**src/rtl/mem_access_unit_pkg.sv**
```systemverilog
// Shared definitions for the memory access unit.
// Holds the default data/address width, the access-size encodings, the FSM
// state encodings and the alignment rule used to reject requests.
package mem_access_unit_pkg;

  localparam int WIDTH = 32;

  typedef enum logic [1:0] {
    SIZE_BYTE = 2'b00,
    SIZE_HALF = 2'b01,
    SIZE_WORD = 2'b10,
    SIZE_RSVD = 2'b11
  } size_e;

  typedef enum logic [1:0] {
    IDLE = 2'd0,
    RD   = 2'd1,
    WR   = 2'd2,
    DONE = 2'd3
  } state_e;

  // A request is rejected when its size is reserved or its address is not
  // naturally aligned to that size.
  function automatic logic is_misaligned(input logic [1:0] size,
                                         input logic [1:0] offset);
    case (size)
      SIZE_BYTE: return 1'b0;
      SIZE_HALF: return offset[0];
      SIZE_WORD: return offset != 2'b00;
      default:   return 1'b1;
    endcase
  endfunction

endpackage

```
**src/rtl/mem_access_unit_lane_align.sv**
```systemverilog
// lane_align: purely combinational byte-lane logic.
// Ports:
//   size        - access size (byte/half/word)
//   offset      - byte offset inside the word (addr[1:0])
//   is_unsigned - zero-extend loads when 1, sign-extend when 0
//   word        - word captured from memory
//   store_data  - store data, value in the low bits
//   merged      - word to write back: store lanes merged into 'word'
//   load_value  - extracted and extended load result
// Lanes are little-endian: byte k lives in bits 8k+7:8k.
module lane_align #(
  parameter int WIDTH = mem_access_unit_pkg::WIDTH
) (
  input  logic [1:0]       size,
  input  logic [1:0]       offset,
  input  logic             is_unsigned,
  input  logic [WIDTH-1:0] word,
  input  logic [WIDTH-1:0] store_data,
  output logic [WIDTH-1:0] merged,
  output logic [WIDTH-1:0] load_value
);
  import mem_access_unit_pkg::*;

  logic [4:0]  byte_pos;
  logic [4:0]  half_pos;
  logic [7:0]  byte_sel;
  logic [15:0] half_sel;

  // Half accesses are aligned, so only offset[1] picks the half.
  assign byte_pos = {offset, 3'b000};
  assign half_pos = {offset[1], 4'b0000};
  assign byte_sel = word[byte_pos +: 8];
  assign half_sel = word[half_pos +: 16];

  always_comb begin
    // NOTE: every output gets a default before the case, so no path leaves
    // it unassigned and no latch is inferred.
    merged     = word;
    load_value = word;
    case (size)
      SIZE_BYTE: begin
        merged[byte_pos +: 8] = store_data[7:0];
        load_value = {{(WIDTH-8){~is_unsigned & byte_sel[7]}}, byte_sel};
      end
      SIZE_HALF: begin
        merged[half_pos +: 16] = store_data[15:0];
        load_value = {{(WIDTH-16){~is_unsigned & half_sel[15]}}, half_sel};
      end
      default: merged = store_data;
    endcase
  end

endmodule

```
**src/rtl/mem_access_unit.sv**
```systemverilog
// mem_access_unit: MEM-stage load/store sequencer in front of a word-only
// data memory. Sub-word stores are done as read-modify-write.
// Ports:
//   clk, rst                   - clock, synchronous active-high reset
//   req_valid/write/size/      - access request from the pipeline, held
//   unsigned/addr/wdata          stable by the requester while stall=1
//   stall                      - pipeline freeze while an access is in flight
//   resp_valid                 - one-cycle completion pulse
//   resp_rdata                 - extended load result (zero for stores/errors)
//   misalign_err               - completion of a rejected request
//   dmem_we/addr/wdata/rdata   - word-only data-memory port
module mem_access_unit #(
  parameter int WIDTH = mem_access_unit_pkg::WIDTH
) (
  input  logic             clk,
  input  logic             rst,
  input  logic             req_valid,
  input  logic             req_write,
  input  logic [1:0]       req_size,
  input  logic             req_unsigned,
  input  logic [WIDTH-1:0] req_addr,
  input  logic [WIDTH-1:0] req_wdata,
  output logic             stall,
  output logic             resp_valid,
  output logic [WIDTH-1:0] resp_rdata,
  output logic             misalign_err,
  output logic             dmem_we,
  output logic [WIDTH-1:0] dmem_addr,
  output logic [WIDTH-1:0] dmem_wdata,
  input  logic [WIDTH-1:0] dmem_rdata
);
  import mem_access_unit_pkg::*;

  state_e           state, state_next;
  logic [WIDTH-1:0] addr_q, wdata_q, rdata_q;
  logic [1:0]       size_q;
  logic             write_q, unsigned_q;
  logic             req_err, lat_err;
  logic [WIDTH-1:0] merged, load_value;

  assign req_err = is_misaligned(req_size, req_addr[1:0]);
  assign lat_err = is_misaligned(size_q, addr_q[1:0]);

  lane_align #(.WIDTH(WIDTH)) u_lane_align (
    .size        (size_q),
    .offset      (addr_q[1:0]),
    .is_unsigned (unsigned_q),
    .word        (rdata_q),
    .store_data  (wdata_q),
    .merged      (merged),
    .load_value  (load_value)
  );

  // State register.
  always_ff @(posedge clk) begin
    // NOTE: sequential state uses non-blocking assignments so every register
    // samples the pre-edge values regardless of process ordering.
    if (rst) state <= IDLE;
    else     state <= state_next;
  end

  // Latched request and captured read word.
  always_ff @(posedge clk) begin
    // NOTE: the request registers are cleared on reset so dmem_addr and
    // dmem_wdata never show X, even before the first access.
    if (rst) begin
      addr_q     <= '0;
      wdata_q    <= '0;
      rdata_q    <= '0;
      size_q     <= SIZE_BYTE;
      write_q    <= 1'b0;
      unsigned_q <= 1'b0;
    end else begin
      if (state == IDLE && req_valid) begin
        addr_q     <= req_addr;
        wdata_q    <= req_wdata;
        size_q     <= req_size;
        write_q    <= req_write;
        unsigned_q <= req_unsigned;
      end
      if (state == RD) rdata_q <= dmem_rdata;
    end
  end

  // Next-state logic. Word stores skip the read; rejected requests go
  // straight to DONE so they never touch memory.
  always_comb begin
    state_next = state;
    case (state)
      IDLE: if (req_valid) begin
        if (req_err)                                 state_next = DONE;
        else if (req_write && req_size == SIZE_WORD) state_next = WR;
        else                                         state_next = RD;
      end
      RD:      state_next = write_q ? WR : DONE;
      WR:      state_next = DONE;
      default: state_next = IDLE;
    endcase
  end

  // Outputs. dmem_we is gated by rst so a reset landing in WR cancels the
  // write in that same cycle.
  always_comb begin
    stall        = (state == IDLE && req_valid) || state == RD || state == WR;
    resp_valid   = state == DONE;
    misalign_err = state == DONE && lat_err;
    resp_rdata   = '0;
    if (state == DONE && !write_q && !lat_err) resp_rdata = load_value;
    dmem_we      = state == WR && !rst;
    dmem_addr    = {addr_q[WIDTH-1:2], 2'b00};
    dmem_wdata   = merged;
  end

endmodule

```
**config.mk**
```make
export PLATFORM = sky130hd
export DESIGN_NAME = mem_access_unit
export DESIGN_NICKNAME = d
export VERILOG_FILES = /design/src/rtl/mem_access_unit_pkg.sv /design/src/rtl/mem_access_unit_lane_align.sv /design/src/rtl/mem_access_unit.sv
export SDC_FILE = /design/constraint.sdc
export NUM_CORES = 1
export LEC_CHECK = 0
export ABC_AREA = 1
export CELL_PAD_IN_SITES_DETAIL_PLACEMENT = 0
export CELL_PAD_IN_SITES_GLOBAL_PLACEMENT = 1
export CORE_MARGIN = 4
export CORE_UTILIZATION = 31
export CTS_CLUSTER_SIZE = 20
export DETAILED_ROUTE_END_ITERATION = 6
export PLACE_DENSITY = 0.79
export REMOVE_ABC_BUFFERS = 1
export SKIP_CTS_REPAIR_TIMING = 1
export SLEW_MARGIN = 0
export SYNTH_ARGS = -nofsm -noshare
export SYNTH_HDL_FRONTEND = slang
export SYNTH_HIERARCHICAL = 1
export SYNTH_SLANG_ARGS = --single-unit
```
**constraint.sdc**
```tcl
create_clock -name clk -period 2.1 [get_ports clk]
set_input_delay 0.42 -clock clk [delete_from_list [all_inputs] [get_ports clk]]
set_output_delay 0.42 -clock clk [all_outputs]
set_load 0.01 [all_outputs]
```
== After elaboration in Yosys (flattened, before gate mapping) ==
Cells that the tools add are included.

* $add $sub $neg: 2
* Equal/unequal tests: 8
* Shifts and indexed selects: 6
* Mux-type cells: 12
* Bitwise logic cells: 3
* Reductions and logical operators: 16

{| class="wikitable"
|+ Operator list
! kind !! number
|-
| one-hot mux 32 bit (2 select lines) || 2
|-
| bitwise mux 32 bit || 2
|-
| two-way mux 32 bit || 1
|-
| variable shift 16 x 7 -> 32 bit, first input constant || 1
|-
| variable shift 8 x 7 -> 32 bit, first input constant || 1
|-
| variable part select 16 x 7 -> 32 bit || 1
|-
| variable part select 32 x 6 -> 16 bit || 1
|-
| variable part select 32 x 6 -> 8 bit || 1
|-
| variable part select 8 x 7 -> 32 bit || 1
|-
| negator 5 -> 7 bit || 2
|-
| == test 2 bit, second input constant || 4
|-
| == test 2 x 1 -> 1 bit, second input constant || 3
|-
| logical AND 1 bit || 6
|-
| zero test 2 bit || 3
|-
| two-way mux 2 bit || 3
|-
| one-hot mux 1 bit (3 select lines) || 2
|-
| one-hot mux 2 bit (3 select lines) || 1
|-
| nonzero test 2 bit || 2
|-
| zero test 1 bit || 3
|-
| bitwise AND 1 bit || 2
|-
| logical OR 1 bit || 2
|-
| inequality test 2 bit, second input constant || 1
|-
| two-way mux 1 bit || 1
|-
| inverter 1 bit || 1
|}

* Bits in registers: 102
* Input port bits: 103
* Output and inout port bits: 100
* Logic and storage cells: 54

== Logic depth before layout (Yosys ltp) ==
Gate-level depths: netlist of the first run.

* Word-level depth: 6
* Mapped depth: 10
* Depth with buffers taken out: 8

== Cells and area by module ==
The synthesis of the first run kept the hierarchy.

{| class="wikitable"
|+ By module, submodules not included
! module !! times used !! cells an instance !! area an instance (um2) !! seq. area each (um2)
|-
| mem_access_unit || 1 || 575 || 4271.6 || 2042.0
|-
| lane_align || 1 || 432 || 1918.1 || 0.0
|}

== Worst setup path after synthesis of the first run ==
Ideal clock, no wire load.

* Path type: register to output
* Start point: reg addr_q[0]
* End point: out dmem_wdata[26]
* Data arrival time: 1.605 ns
* Required time: 1.680 ns
* Setup slack: 0.075 ns
* Cell stages (with the launch flop): 10
* Path buffers: 2
* Cells stage by stage: dfxtp_1 -> buf_2 -> inv_2 -> ha_1 -> inv_2 -> clkbuf_1 -> nand3_1 -> o22ai_1 -> nand2_1 -> nand2_1

* Word-level cells in the longest chain between the ends: 4
* Elaborated cells between the ends (all ways): 5

{| class="wikitable"
|+ RTL lines
! element !! RTL line !! text
|-
| from (decl) || mem_access_unit.sv:35 || <nowiki>logic [WIDTH-1:0] addr_q, wdata_q, rdata_q;</nowiki>
|-
| from (signal assigned) || mem_access_unit.sv:75 || <nowiki>addr_q <= req_addr;</nowiki>
|-
| negator 5 -> 7 bit (*) || mem_access_unit_lane_align.sv:42 || <nowiki>merged[byte_pos +: 8] = store_data[7:0];</nowiki>
|-
| variable part select 8 x 7 -> 32 bit / variable shift 8 x 7 -> 32 bit (equally long branches) || mem_access_unit_lane_align.sv:42 ||
|-
| bitwise mux 32 bit (*) || mem_access_unit_lane_align.sv:42 ||
|-
| one-hot mux 32 bit (2 select lines) (*) || mem_access_unit_lane_align.sv:40 || <nowiki>case (size)</nowiki>
|-
| to (decl) || mem_access_unit.sv:29 || <nowiki>output logic [WIDTH-1:0] dmem_wdata,</nowiki>
|}

Every way passes the cells marked *; elsewhere a longest branch is shown, timed or not.

== Worst setup path in the final report of the first run ==
* Start point: reg addr_q[0]
* End point: out dmem_wdata[16]

Same word-level chain as after synthesis.

==> results.yml, run 1 <==
detailed_routing:
  wirelength_um: 22070
  dr.pass1.iters: 4
  drc_errors: 0
  vias: 6746
  drtIter0Drc: 431
  drtAntennaViolNets: 0
  vias_per_cell: 4.561
  routedWlPerCell_um: 14.92
worst_setup_path:
  cpPeakStageDelay_ns: 0.38
  r2r_cells: 9
  r2r-start: "state[0]"
  end_kind: "output pin"
  reg2reg_to: "addr_q[0]"
  crit_path_top_delay_cell: "dfxtp_4"
  path_buf_inv: 5
  cp-start-kind: "register"
  ff2ff_setup_slack_ns: 0.23
  cp.arrival_ns: 1.90
  crit_type: "reg -> out"
  crit_path_cell_trace: "inv_4 -> ha_4 -> inv_2 -> nor2_4 -> nand2_2 -> buf_6 -> buf_6 -> o21ai_2 -> nand2_1 -> nand2_1 -> buf_2"
  required_ns: 1.68
  crit_family: "buffers and inverters"
  cp_max_fo: 3
timing:
  post-route-min-period_ns: 2.324
  relSlewSlack_pct: 64.41
  setup_ws_ns: -0.2240
  hold_viol_final: 0
  drv_slew: 0
  fmax_mhz: 430.3
  post-route-period-util_pct: 110.7
  skew_ns: 0.006607
  setup_viol: 65
  tightest_slew_ns: 0.5339
  rsz0062_at_grt: "yes"
power_and_ir_drop:
  p_clk_share_pct: 18.0
  leakage_nw: 4.171
  seq_power_share_pct: 28.8
  power.density_nw_per_um2: 975.9
  internal_power_w: 0.005338
  p_sw_share_pct: 42.06
  combPwrFrac_pct: 53.2
  switchingPower_w: 0.003875
  ir_worst_vdd_mv: 0.5049
min_path:
  min_path_cells: 2
  hp-class: "reg -> reg"
  min_to: "addr_q[30]"
  hold_start: "addr_q[30]"
final_layout:
  drive_gt1_share_pct: 25.21
  final.fill_count: 2113
  antenna_cells: 0
  regArea_um2: 2051
  syn2layout_area_growth_pct: 52.52
  fin_nets: 1322
  fin_area_um2: 9440
  multi_input_area_um2: 3729
logic_synthesis:
  synth_edf_count: 0
  syn_area_per_cell_um2: 6.147
  yosysMostFrequentCell: "nand2_1"
  synth_compound_area_share_pct: 14.31
  ys_warn_count: 6
  ys_seq_area_share_pct: 32.99
  syn_area_um2: 6190
  synth_top_cell_area_share_pct: 32.99
  synthArstFlopShare_pct: 0
  synth_common_cells: "391 x nand2_1, 102 x dfxtp_1, 93 x a21oi_1"
  synth_top_family_by_area: "simple AND/OR/NAND/NOR gates"
  yosys-top-cells-area: "dfxtp_1 33%, nand2_1 24%, a21oi_1 7.5%, nor2_1 5.4%, inv_1 5.3%"
  synth_fa_ha_area_share_pct: 2.021
  synthDistinctLibCells: 32
  synth_seq_cells: 102
  synthMuxAreaShare_pct: 0
  syn_inst: 1007
  synthFlopType: "dfxtp_1"
  synth-simple-area-share_pct: 35.60
  synth_xor_area_share_pct: 0
  synth_area_leader_cell: "dfxtp_1"
clock_network:
  clkSinkCount: 102
  clkSlewWorstSetupHoldPaths_ns: 0.08
  cts_buffers: 9
  tritoncts: "done"
  clk_latency_ns: 0.35
  htreeDepth: 3
  ctsRootBufferMaster: "clkbuf_16"
  clock_path_buffers: 2
floorplanning:
  start_util_pct: 31.70
  die_area_um2: 22290
  coreArea_um2: 19530
  die_x_um: 149.3
  rows: 51
  ios: 203
  die_y_um: 149.3
global_routing:
  grt_max_degree: 103
  grt_pass1_wl_um: 33620
  grt_pass1_vias: 6228
  grt_remaining_overflow: 0
  grt_util_all_layers_pct: 18.71
  antenna_found_initial: 0
place:
  placed_area_um2: 8608
  pre_cts_slack_ns: -0.2802
  io_buffers: 200
  place_congestion: 0.8923
  dp_hpwl_um: 15660
flow_run:
  maxCapViolations: 0
outcome:
  status: "complete, but fails checks"
  violations: "negative setup slack"
[cells by family after synthesis]
family,Yosys count
buffers and inverters,186
and+or+nand+nor,549
other,1
adders and majority gates,10
AOI/OAI and AO/OA,159
DFF,102
[layout make-up]
cell class / instances / share of cell area (%)
sequential: 102 / 21.72
inverter: 95 / 3.897
clock inverter: 6 / 0.5567
tap: 265 / 3.512
timing repair buffer: 281 / 28.28
multi-input combinational: 720 / 39.50
clock buffer: 10 / 2.531
[power by group through the flow]
stage,registers [W],logic [W],clock network [W]
global placement,0.00265,0.00434,0
CTS,0.00262,0.00440,0.00173
floorplan,0.00272,0.00203,0
global route,0.00270,0.00537,0.00181
detailed placement,0.00266,0.00437,0
finish,0.00265,0.00490,0.00166
[worst max path at each step]
| stage | from | end | slack [ns] | depth (start not counted) |
|---|---|---|---|---|
| after floorplan | state[0] | size_q[0] | -0.47 | 6 |
| after global routing | addr_q[0] | dmem_wdata[16] | -0.28 | 11 |
| after global placement | addr_q[0] | dmem_wdata[28] | -0.26 | 7 |
| final | addr_q[0] | dmem_wdata[16] | -0.22 | 11 |
| after CTS | addr_q[0] | dmem_wdata[24] | -0.69 | 7 |
| after detailed placement | addr_q[0] | dmem_wdata[24] | -0.28 | 7 |
[per-stage QoR]
| step | std cells | hold slack [ns] | power, W | util (%) | TNS, ns |
|---|---|---|---|---|---|
| final | 1479 | 0.4640 | 0.009213 | 48.35 | -6.833 |
| after global routing | 1479 | 0.4804 | 0.009878 | 48.35 | -12.35 |
| after floorplan | 917 | 0.4393 | 0.004753 | - | -47.18 |
| after detailed placement | 1451 | 0.4552 | 0.007034 | 44.09 | -12.41 |
| after global placement | 1451 | 0.4509 | 0.006992 | 44.09 | -12.13 |
| after CTS | 1467 | 0.4678 | 0.008750 | 45.58 | -38.51 |
[sequential cells by signal, indices dropped and copies added, names as in the netlist]
signal and cells:
addr_q 32, rdata_q 32, wdata_q 32, size_q 2, state 2, unsigned_q 1, write_q 1
[tightest hold or removal path, delay by kind of cell (launching register included)]
kind,cells,cell delay [ns]
flip-flops,1,0.31
AO/OA/AOI/OAI,1,0.05
AND/OR/NAND/NOR,1,0.06
[per-layer routing]
metal / vias to the layer above / part of all wire [%] / track usage (%)
li1: 3506 / - / -
met1: 3034 / 46 / 25.58
met2: 170 / 46 / 29.12
met3: 36 / 5.8 / 4.163
met4: 0 / 2.4 / 6.499
met5: - / 0 / 0
[layout by cell type (no fill, tap or decap), types with 2 or more instances in the layout]
cell	count
conb_1	2
dfxtp_4	2
a21oi_1	93
nand3_4	11
dfxtp_1	99
buf_6	32
o21ai_1	13
inv_2	16
o21ai_4	2
nand2_1	370
nand3_1	16
nand2_4	6
inv_4	2
o21ai_2	13
nor2_1	73
ha_1	7
a211oi_1	3
inv_1	75
nor2_4	3
buf_2	41
o21ai_0	9
nand3_2	24
clkbuf_16	12
dlymetal6s2s_1	3
clkbuf_2	5
buf_4	52
clkdlybuf4s50_1	132
clkinvlp_4	2
buf_12	12
o22ai_2	4
o211ai_1	7
inv_6	2
a21oi_2	10
nand2_2	27
ha_4	2
o22ai_1	4
nor2_2	14
clkinv_4	2
Power figures use the tool's default switching activity.
==> run 2: changes to the inputs <==
--- a/config.mk
+++ b/config.mk
@@ -8,6 +8,7 @@
 export ABC_AREA = 1
 export CELL_PAD_IN_SITES_DETAIL_PLACEMENT = 0
 export CELL_PAD_IN_SITES_GLOBAL_PLACEMENT = 1
+export CORE_ASPECT_RATIO = 0.7
 export CORE_MARGIN = 4
 export CORE_UTILIZATION = 31
 export CTS_CLUSTER_SIZE = 20
==> results.yml, run 2 (synthesized netlist as in run 1, its figures left out) <==
outcome:
  status: "complete, but fails checks"
  violations: "negative setup slack"
detailed_routing:
  wirelength_um: 22320
  routedWlPerCell_um: 15.04
  dr.pass1.iters: 6
  vias_per_cell: 4.646
  drtAntennaViolNets: 0
  drtIter0Drc: 479
  drc_errors: 0
  vias: 6894
worst_setup_path:
  crit_type: "reg -> out"
  crit_path_top_delay_cell: "dfxtp_4"
  cp_max_fo: 3
  cpPeakStageDelay_ns: 0.39
  reg2reg_to: "size_q[0]"
  required_ns: 1.68
  path_buf_inv: 5
  crit_path_cell_trace: "inv_4 -> ha_4 -> inv_2 -> nor2_4 -> nand2_2 -> buf_6 -> buf_6 -> o21ai_2 -> nand2_1 -> nand2_1 -> buf_6"
  crit_family: "buffers and inverters"
  ff2ff_setup_slack_ns: 0.37
  r2r-start: "state[0]"
  end_kind: "output pin"
  cp-start-kind: "register"
  cp.arrival_ns: 1.94
  r2r_cells: 8
  crit_top_cell: "buf_6"
floorplanning:
  rows: 42
  coreArea_um2: 19230
  die_area_um2: 22330
  ios: 203
  die_y_um: 126.2
  start_util_pct: 32.18
  die_x_um: 176.9
timing:
  whs_ns: 0.4633
  rsz0062_at_grt: "yes"
  skew_ns: 0.01203
  post-route-min-period_ns: 2.359
  hold_viol_final: 0
  setup_ws_ns: -0.2587
  fmax_mhz: 424.0
  tightest_slew_ns: 0.5326
  drv_slew: 0
  relSlewSlack_pct: 64.49
  setup_viol: 61
  post-route-period-util_pct: 112.3
  setup-tns-final_ns: -6.863
final_layout:
  finalNonFillerCells: 1484
  fin_nets: 1328
  regArea_um2: 2054
  final.fill_count: 2001
  multi_input_area_um2: 3655
  top_regs: "addr_q (32), rdata_q (32), wdata_q (32)"
  antenna_cells: 0
  syn2layout_area_growth_pct: 51.77
  drive_gt1_share_pct: 24.26
  mostFrequentLayoutCells: "364 x nand2_1, 132 x clkdlybuf4s50_1, 98 x dfxtp_1, 92 x a21oi_1, 81 x inv_1"
  layout_commonest_cell: "nand2_1"
clock_network:
  clock_path_buffers: 2
  cts_buffers: 9
  clk_latency_ns: 0.36
  tritoncts: "done"
  clkSlewWorstSetupHoldPaths_ns: 0.08
  htreeDepth: 3
  ctsRootBufferMaster: "clkbuf_16"
  clkSinkCount: 102
min_path:
  min_path_cells: 2
  hp-class: "reg -> reg"
  min_to: "addr_q[9]"
  hold_start: "addr_q[9]"
flow_run:
  maxCapViolations: 0
power_and_ir_drop:
  p_sw_share_pct: 41.92
  power.density_nw_per_um2: 981.6
  switchingPower_w: 0.003866
  internal_power_w: 0.005356
  p_clk_share_pct: 19.6
  leakage_nw: 4.132
  ir_worst_vdd_mv: 0.5094
  seq_power_share_pct: 29.0
  combPwrFrac_pct: 51.4
place:
  dp_hpwl_um: 16480
  dp.cells: 1452
  io_buffers: 200
  place_congestion: 0.8900
global_routing:
  grt_pass1_vias: 6312
  grt_util_all_layers_pct: 18.77
  grt_remaining_overflow: 0
  grt_max_degree: 103
  grt_pass1_wl_um: 33710
  antenna_found_initial: 0
-- run 2: layout make-up --
class,count,area share (%)
Clock buffer,9,2.397
Clock inverter,7,0.9723
Inverter,95,3.956
Multi-Input combinational cell,720,38.91
Sequential cell,102,21.87
Tap cell,264,3.516
Timing Repair Buffer,287,28.38
-- run 2: power by group through the flow --
| stage | sequential, W | combinational (W) | clock [W] |
|---|---|---|---|
| global placement | 0.00267 | 0.00441 | 0 |
| global route | 0.00273 | 0.00524 | 0.00194 |
| finish | 0.00267 | 0.00474 | 0.00181 |
| floorplan | 0.00272 | 0.00203 | 0 |
| CTS | 0.00263 | 0.00444 | 0.00185 |
| detailed placement | 0.00267 | 0.00442 | 0 |
-- run 2: worst min-delay path: stages (launching register included) --
cell and delay, ns:
dfxtp_1 0.31, nand2_1 0.06, a21oi_1 0.05
-- run 2: worst max-delay path by stage --
| stage | start | to | slack, ns | depth (start not counted) |
|---|---|---|---|---|
| 4_1_cts | addr_q[0] | dmem_wdata[21] | -0.70 | 9 |
| 5_1_grt | addr_q[0] | dmem_wdata[16] | -0.35 | 11 |
| 3_3_place_gp | addr_q[0] | dmem_wdata[21] | -0.31 | 9 |
| 3_5_place_dp | addr_q[0] | dmem_wdata[21] | -0.30 | 9 |
| 6_report | addr_q[0] | dmem_wdata[16] | -0.26 | 11 |
| 2_1_floorplan | state[0] | size_q[0] | -0.47 | 6 |
-- run 2: per-layer routing --
metal | track usage (%) | vias up | part of all wire, %
met5 | 0 | - | 0
met4 | 3.956 | 0 | 1.0
met3 | 5.422 | 15 | 8.2
met2 | 27.14 | 241 | 42
met1 | 27.63 | 3126 | 48
li1 | - | 3512 | -
-- run 2: through the flow --
step | area (um^2) | setup WS, ns | total power (W) | util, %
floorplan | 5622 | -0.4708 | 0.004753 | -
global placement | 8635 | -0.3103 | 0.007078 | 44.89
detailed placement | 8635 | -0.3014 | 0.007086 | 44.89
CTS | 8951 | -0.6961 | 0.008913 | 46.54
global route | 9394 | -0.3525 | 0.009910 | 48.84
finish | 9394 | -0.2587 | 0.009221 | 48.84
==> RTL change (config.mk and constraints of run 2) <==
Change the package constant `WIDTH` from 32 to 16.
--- a/src/rtl/mem_access_unit_pkg.sv
+++ b/src/rtl/mem_access_unit_pkg.sv
@@ -4,5 +4,5 @@
 package mem_access_unit_pkg;
 
-  localparam int WIDTH = 32;
+  localparam int WIDTH = 16;
 
   typedef enum logic [1:0] {
Interface: changed (6 resized); port bits go from 203 to 107. The function was not compared with the original's and may differ.
==> RTL change against run 2 <==
  * The run still ends with negative setup slack left
  * Synthesized area decreased by 45%
  * Die area decreased by 43%
  * Synthesized cell count decreased by 45%
  * Clock power decreased by 50%
  * Sequential cell count decreased by 48
  * Sequential power decreased by 45%
  * Power decreased by 47%
  * Critical path depth increased by 1
  * Largest cell class unchanged
  * Setup slack improved by 0.14 ns
  * Wire length decreased by 50%
  * Cell area decreased by 47%
==> RTL change: results (changes against run 2) <==
run status complete, but fails checks; GR Util met1 25.01% (-2.6 points); metal2 WL 4.729 mm (-50%); setup TNS -0.5594 ns (+6.304 ns); CP max stage delay 0.35 ns (-0.04 ns); gr usage total 16.78% (-2.0 points); Fill cells 1087 (-46%); Post-synth ARST share 0% (unchanged); post-DP HPWL 7.958 mm (-52%); maximum vdd drop 0.0005492 V (+7.8%); pre-CTS setup slack -0.1829 ns (+0.1185 ns); register area share after synthesis 31.86% (-1.1 points); Vias/cell 4.527 (-2.5%); Post-Place Cell Area 0.004599 mm2 (-47%); met3 Use GR 3.850% (-1.6 points); Initial DRT Pass Iterations 4 (-2); final worst setup slack -0.1188 ns (+0.1399 ns); fin cells 829 (-44%); nets@finish 743 (-44%); PortBufs 104 (-48%); cts bufs inserted 5 (-4); failing checks negative setup slack; Post-Synth Adder-Cell Area 2.950% (+0.93 points); Iter 0 DRT Violations 252 (-47%); Skew-Pair Late Insertion Delay 0.30 ns (-0.06 ns); post-synthesis compound-gate area fraction 13.05% (-1.3 points); largest net degree at the start of global routing 55 (-47%); RD Place Congestion 0.8404 (-5.6%); Worst Skew 0.007488 ns (-0.004542 ns); H-tree levels 2 (-1); wire length of the first global-routing pass 17.13 mm (-49%); synthesized area per cell 6.125 um2 (-0.35%); fraction of layout cells with a size suffix above 1 22.32% (-1.9 points); met3 wire len 709 um (-61%); setup violators final 7 (-89%); top cells by count, synth nand2_1 (265), a21oi_1 (54), dfxtp_1 (54); Yosys cell types 32 (unchanged); vias in the first global route 3475 (-45%); Area contributors post-synth dfxtp_1 (32%), nand2_1 (29%), a21oi_1 (8.0%); worst path arrival time 1.80 ns (-0.14 ns); cell count after placement 798 (-45%); M2 GR Usage 23.99% (-3.2 points); Top Registers addr_q (16), rdata_q (16), wdata_q (16); Pleak 2.317 nW (-44%)
-- RTL change: power breakdown --
group,internal (mW),leakage [nW],switching (mW)
Clock,0.510,0.0801,0.388
Sequential,1.24,0.444,0.232
Combinational,1.10,1.79,1.38
-- RTL change: layout make-up --
cell class / count / area (um2) / area share [%]
Clock buffer: 7 / 152.6 / 3.040
Tap cell: 148 / 185.2 / 3.688
Timing Repair Buffer: 157 / 1403 / 27.93
Inverter: 48 / 187.7 / 3.738
Sequential cell: 54 / 1090 / 21.70
Multi-Input combinational cell: 414 / 1994 / 39.72
Clock inverter: 1 / 8.758 / 0.1744
-- RTL change: path summary, 6_finish.rpt --
| kind | from | slack [ns] | cells past startpoint | end |
|---|---|---|---|---|
| min | addr_q[2] | 0.47 | 2 | addr_q[2] |
| min reg2reg | addr_q[2] | 0.47 | 2 | addr_q[2] |
| max | addr_q[0] | -0.12 | 12 | dmem_wdata[8] |
| max reg2reg | state[0] | 0.53 | 7 | wdata_q[2] |
